**src/rtl/adder_share_arb.sv**
```systemverilog
// adder_share_arb: two requesters share one full-adder cell. A round-robin arbiter grants
// one requester, whose 3-bit operands are then added bit-serially (one bit per cycle),
// giving a 4-bit result after three ADD cycles and one DONE cycle.
//
// Ports:
//   clk        rising-edge clock
//   rst        asynchronous active-high reset
//   req0/req1  add requests, held until the matching grant
//   a0,b0      requester 0 operands (3 bits)
//   a1,b1      requester 1 operands (3 bits)
//   gnt0/gnt1  one-cycle grant pulses (operands captured on the grant edge)
//   res        4-bit sum {carry, s2, s1, s0} of the last completed add
//   res_id     requester that owns res
//   res_valid  one-cycle pulse marking a new res
//   busy       high whenever the FSM is not idle
module adder_share_arb (
    input  logic       clk,
    input  logic       rst,
    input  logic       req0,
    input  logic [2:0] a0,
    input  logic [2:0] b0,
    input  logic       req1,
    input  logic [2:0] a1,
    input  logic [2:0] b1,
    output logic       gnt0,
    output logic       gnt1,
    output logic [3:0] res,
    output logic       res_id,
    output logic       res_valid,
    output logic       busy
);

    localparam logic [1:0] IDLE = 2'd0;
    localparam logic [1:0] ADD  = 2'd1;
    localparam logic [1:0] DONE = 2'd2;

    logic [1:0] state_q, state_d;
    logic [2:0] op_a_q, op_a_d;
    logic [2:0] op_b_q, op_b_d;
    logic [2:0] work_q, work_d;     // sum bits being built; only copied to res on completion
    logic       carry_q, carry_d;
    logic [1:0] k_q, k_d;
    logic       cur_id_q, cur_id_d;
    logic       last_id_q, last_id_d;
    logic [3:0] res_q, res_d;
    logic       res_id_q, res_id_d;
    logic       res_valid_q, res_valid_d;
    logic       busy_q, busy_d;
    logic       gnt0_q, gnt0_d;
    logic       gnt1_q, gnt1_d;
    logic       pick;

    // The single shared full-adder cell.
    logic fa_a, fa_b, fa_s, fa_c;
    assign fa_a = op_a_q[k_q];
    assign fa_b = op_b_q[k_q];
    assign fa_s = fa_a ^ fa_b ^ carry_q;
    assign fa_c = (fa_a & fa_b) | (fa_a & carry_q) | (fa_b & carry_q);

    always_comb begin
        state_d     = state_q;
        op_a_d      = op_a_q;
        op_b_d      = op_b_q;
        work_d      = work_q;
        carry_d     = carry_q;
        k_d         = k_q;
        cur_id_d    = cur_id_q;
        last_id_d   = last_id_q;
        res_d       = res_q;
        res_id_d    = res_id_q;
        res_valid_d = 1'b0;
        gnt0_d      = 1'b0;
        gnt1_d      = 1'b0;
        pick        = 1'b0;
        case (state_q)
            IDLE: begin
                if (req0 || req1) begin
                    // On a tie, favour the requester that was not granted last.
                    pick      = (req0 && req1) ? ~last_id_q : req1;
                    gnt0_d    = ~pick;
                    gnt1_d    = pick;
                    last_id_d = pick;
                    cur_id_d  = pick;
                    op_a_d    = pick ? a1 : a0;
                    op_b_d    = pick ? b1 : b0;
                    carry_d   = 1'b0;
                    k_d       = 2'd0;
                    state_d   = ADD;
                end
            end
            ADD: begin
                work_d[k_q] = fa_s;
                carry_d     = fa_c;
                k_d         = k_q + 2'd1;
                if (k_q == 2'd2) begin
                    res_d       = {fa_c, fa_s, work_q[1], work_q[0]};
                    res_id_d    = cur_id_q;
                    res_valid_d = 1'b1;
                    k_d         = 2'd0;
                    state_d     = DONE;
                end
            end
            DONE: begin
                state_d = IDLE;
            end
            default: begin
                state_d = IDLE;
            end
        endcase
        busy_d = (state_d != IDLE);
    end

    always_ff @(posedge clk or posedge rst) begin
        if (rst) begin
            state_q     <= IDLE;
            op_a_q      <= 3'd0;
            op_b_q      <= 3'd0;
            work_q      <= 3'd0;
            carry_q     <= 1'b0;
            k_q         <= 2'd0;
            cur_id_q    <= 1'b0;
            last_id_q   <= 1'b1;    // makes req0 win the first tie
            res_q       <= 4'd0;
            res_id_q    <= 1'b0;
            res_valid_q <= 1'b0;
            busy_q      <= 1'b0;
            gnt0_q      <= 1'b0;
            gnt1_q      <= 1'b0;
        end else begin
            state_q     <= state_d;
            op_a_q      <= op_a_d;
            op_b_q      <= op_b_d;
            work_q      <= work_d;
            carry_q     <= carry_d;
            k_q         <= k_d;
            cur_id_q    <= cur_id_d;
            last_id_q   <= last_id_d;
            res_q       <= res_d;
            res_id_q    <= res_id_d;
            res_valid_q <= res_valid_d;
            busy_q      <= busy_d;
            gnt0_q      <= gnt0_d;
            gnt1_q      <= gnt1_d;
        end
    end

    assign gnt0      = gnt0_q;
    assign gnt1      = gnt1_q;
    assign res       = res_q;
    assign res_id    = res_id_q;
    assign res_valid = res_valid_q;
    assign busy      = busy_q;

endmodule

```
**config.mk**
```make
export PLATFORM = sky130hd
export DESIGN_NAME = adder_share_arb
export DESIGN_NICKNAME = d
export VERILOG_FILES = /design/src/rtl/adder_share_arb.sv
export SDC_FILE = /design/constraint.sdc
export NUM_CORES = 1
export LEC_CHECK = 0
export BUFFER_PORTS_ARGS = -buffer_cell sky130_fd_sc_hd__buf_2
export CAP_MARGIN = 20
export CORE_MARGIN = 1
export CORE_UTILIZATION = 50
export DETAILED_ROUTE_END_ITERATION = 6
export PLACE_DENSITY = 0.85
export SYNTH_ARGS = -nofsm -noshare
export SYNTH_HDL_FRONTEND = slang
export SYNTH_SLANG_ARGS = --single-unit
```
**constraint.sdc**
```tcl
create_clock -name clk -period 3.6 [get_ports clk]
set_clock_uncertainty 0.05 [all_clocks]
set_input_delay 0.72 -clock clk [delete_from_list [all_inputs] [get_ports clk]]
set_output_delay 0.72 -clock clk [all_outputs]
set_load 0.02 [all_outputs]
```
==> flow_summary.json <==
{
  "area_growth_pct": 15.9,
  "grt_busiest_layer": "met2",
  "die_h_um": 48.1,
  "wire_per_inst_um": 12.8,
  "vias": 700,
  "drive_above_1_share_pct": 37.1,
  "firstDrtPassIters": 2,
  "crit_fanout": 10,
  "slowest_delay_ns": 0.67,
  "max_freq_ghz": 0.530,
  "synth.distinct_cells": 26,
  "grt_pass1_vias": 645,
  "status": "finished, final reports clean",
  "coreArea_um2": 1980,
  "cpMaxStageDelayCell": "nor4bb_1",
  "crit_buf_inv": 1,
  "hold_violations": 0,
  "grt_setup_unrepaired": "no",
  "critPathTopFamily": "simple AND/OR/NAND/NOR gates",
  "critPathKind": "register to register",
  "rows": 16,
  "clk_pin_slew_ns": 0.12,
  "min_period_over_period_pct": 52.4,
  "multi_input_area_um2": 415,
  "fin_total_pwr_mw": 1.07,
  "ys_seq_area_share_pct": 56.7,
  "critPathLaunchType": "register",
  "clock_path_buffers": 2,
  "antenna_left": 0,
  "syn_area_um2": 1060,
  "met1_usage_pct": 22.4,
  "path_cells": "nor4bb_1 > buf_4 > mux2_1",
  "first_iter_violations": 7,
  "grt_antenna_before_repair": 0,
  "clock_latency_ns": 0.31,
  "grt_pass1_wl_mm": 2.75,
  "slew_violations": 0,
  "clock-sinks": 24,
  "post_cts_buffers": 0,
  "final_nets": 123,
  "drc": 0,
  "slew_headroom_pct": 37.2,
  "area.sequential_um2": 602,
  "avgSynthCellArea_um2": 13.1,
  "cts_root_buf": "clkbuf_4",
  "numCtsBuffers": 3,
  "pin_count": 25,
  "cts_resized": 0,
  "grt_max_degree": 25,
  "die_w_um": 48.1,
  "final_cell_mix": "buf_2, dfrtp_1, nor2_1",
  "synthesis.nets": 98,
  "postSynthCellCount": 81,
  "power_density_nw_per_um2": 870,
  "grt_usage_pct": 17.5,
  "vias_per_cell": 5.30,
  "numPortBuffers": 24,
  "cts_tree": "yes",
  "vdd_drop_max_v": 0.000488,
  "htreeDepth": 1,
  "cap_violations": 0,
  "gr-total-overflow": 0,
  "grt_use_met2_pct": 30.0,
  "fin_util_pct": 62.1,
  "fillerInstances": 162,
  "layout_min_cycle_time_ns": 1.89,
  "ctsHoldBuffers": 0,
  "yosys_register_bits": 24,
  "initial_core_util_pct": 53.5,
  "cellLeakagePower_nw": 0.597,
  "gp_congestion": 0.806,
  "hold_class": "register to register",
  "fin_tns_setup_ns": 0,
  "setup_viol": 0,
  "grt_util_met3_pct": 2.26,
  "ys_warn_count": 0,
  "cp-end-kind": "register",
  "worstMarginPinSlew_ns": 0.936,
  "cp.arrival_ns": 2.05,
  "mostFrequentLayoutCell": "buf_2",
  "die_area_um2": 2310,
  "totalWireLength_mm": 1.69,
  "cp_data_required_time_ns": 3.76,
  "dp_hpwl_mm": 1.28,
  "antenna_cells": 0
}
## final timing paths
| kind | cells past startpoint | from | slack (ns) | to |
|---|---|---|---|---|
| min reg2reg | 1 | cur_id_q | 0.44 | cur_id_q |
| max | 3 | k_q[0] | 1.71 | res[0] |
| min | 1 | cur_id_q | 0.44 | cur_id_q |
| max reg2reg | 3 | k_q[0] | 1.71 | res[0] |
| max in group asynchronous | 2 | rst | 2.46 | res[1] |
| min in group asynchronous | 2 | rst | 0.51 | gnt1 |
## registers in the layout, summed over array words and instances, names as in the netlist, 2 cells and up
register and flops:
k_q 2, op_a_q 3, op_b_q 3, res 4, state_q 2, work_q 2
## through the flow
stage                     std cells  cell area (um^2)  hold WS (ns)  setup WS (ns)
final                           132              1230         0.443           1.71
after global routing            132              1230         0.475           1.60
after CTS                       132              1230         0.445           1.71
after detailed placement        128              1190         0.417           1.40
after global placement          128              1190         0.413           1.46
after floorplan                  81              1060         0.396           1.86
## power breakdown
part	internal, mW	switching (mW)
combinational	0.215	0.235
sequential	0.397	0.0841
clock	0.0618	0.0778
total	0.673	0.397
## Yosys cell counts
cell type,n,area (um^2)
a21bo_1,1,10.0
a21o_1,2,15.0
a21oi_1,3,15.0
a221o_1,2,20.0
a31o_1,3,26.3
a31oi_1,2,12.5
buf_2,2,10.0
buf_6,1,11.3
clkbuf_1,2,7.51
dfrtp_1,23,576
dfstp_2,1,26.3
fa_1,1,20.0
inv_1,4,15.0
mux2_1,3,33.8
mux2_2,4,45.0
mux2_4,4,60.1
mux2i_1,3,30.0
nand2_1,1,3.75
nand2b_1,1,6.26
nor2_1,8,30.0
nor2b_1,1,6.26
nor3_2,1,10.0
nor4b_1,1,8.76
nor4bb_1,3,30.0
o2111a_1,2,22.5
o21ai_1,2,10.0
## layout make-up
cell class / instances / share of cell area (%)
Clock buffer: 4 / 2.95
Inverter: 4 / 1.22
Multi-Input combinational cell: 48 / 33.8
Sequential cell: 24 / 48.9
Tap cell: 27 / 2.75
Timing Repair Buffer: 25 / 10.4
## per-layer routing
layer / wire length, um / part of all wire [%]
met1: 727 / 43
met2: 871 / 51
met3: 63 / 3.7
met4: 31 / 1.8
met5: 0 / 0
## cells by family after synthesis
kind of cell / count (synthesis) / share of synthesized area [%]
flops: 24 / 56.7
compound gates: 17 / 12.4
simple gates: 16 / 8.96
mux: 14 / 15.9
buf+inv: 9 / 4.13
fa+ha+maj: 1 / 1.89
(Power assumes the default switching activity.)
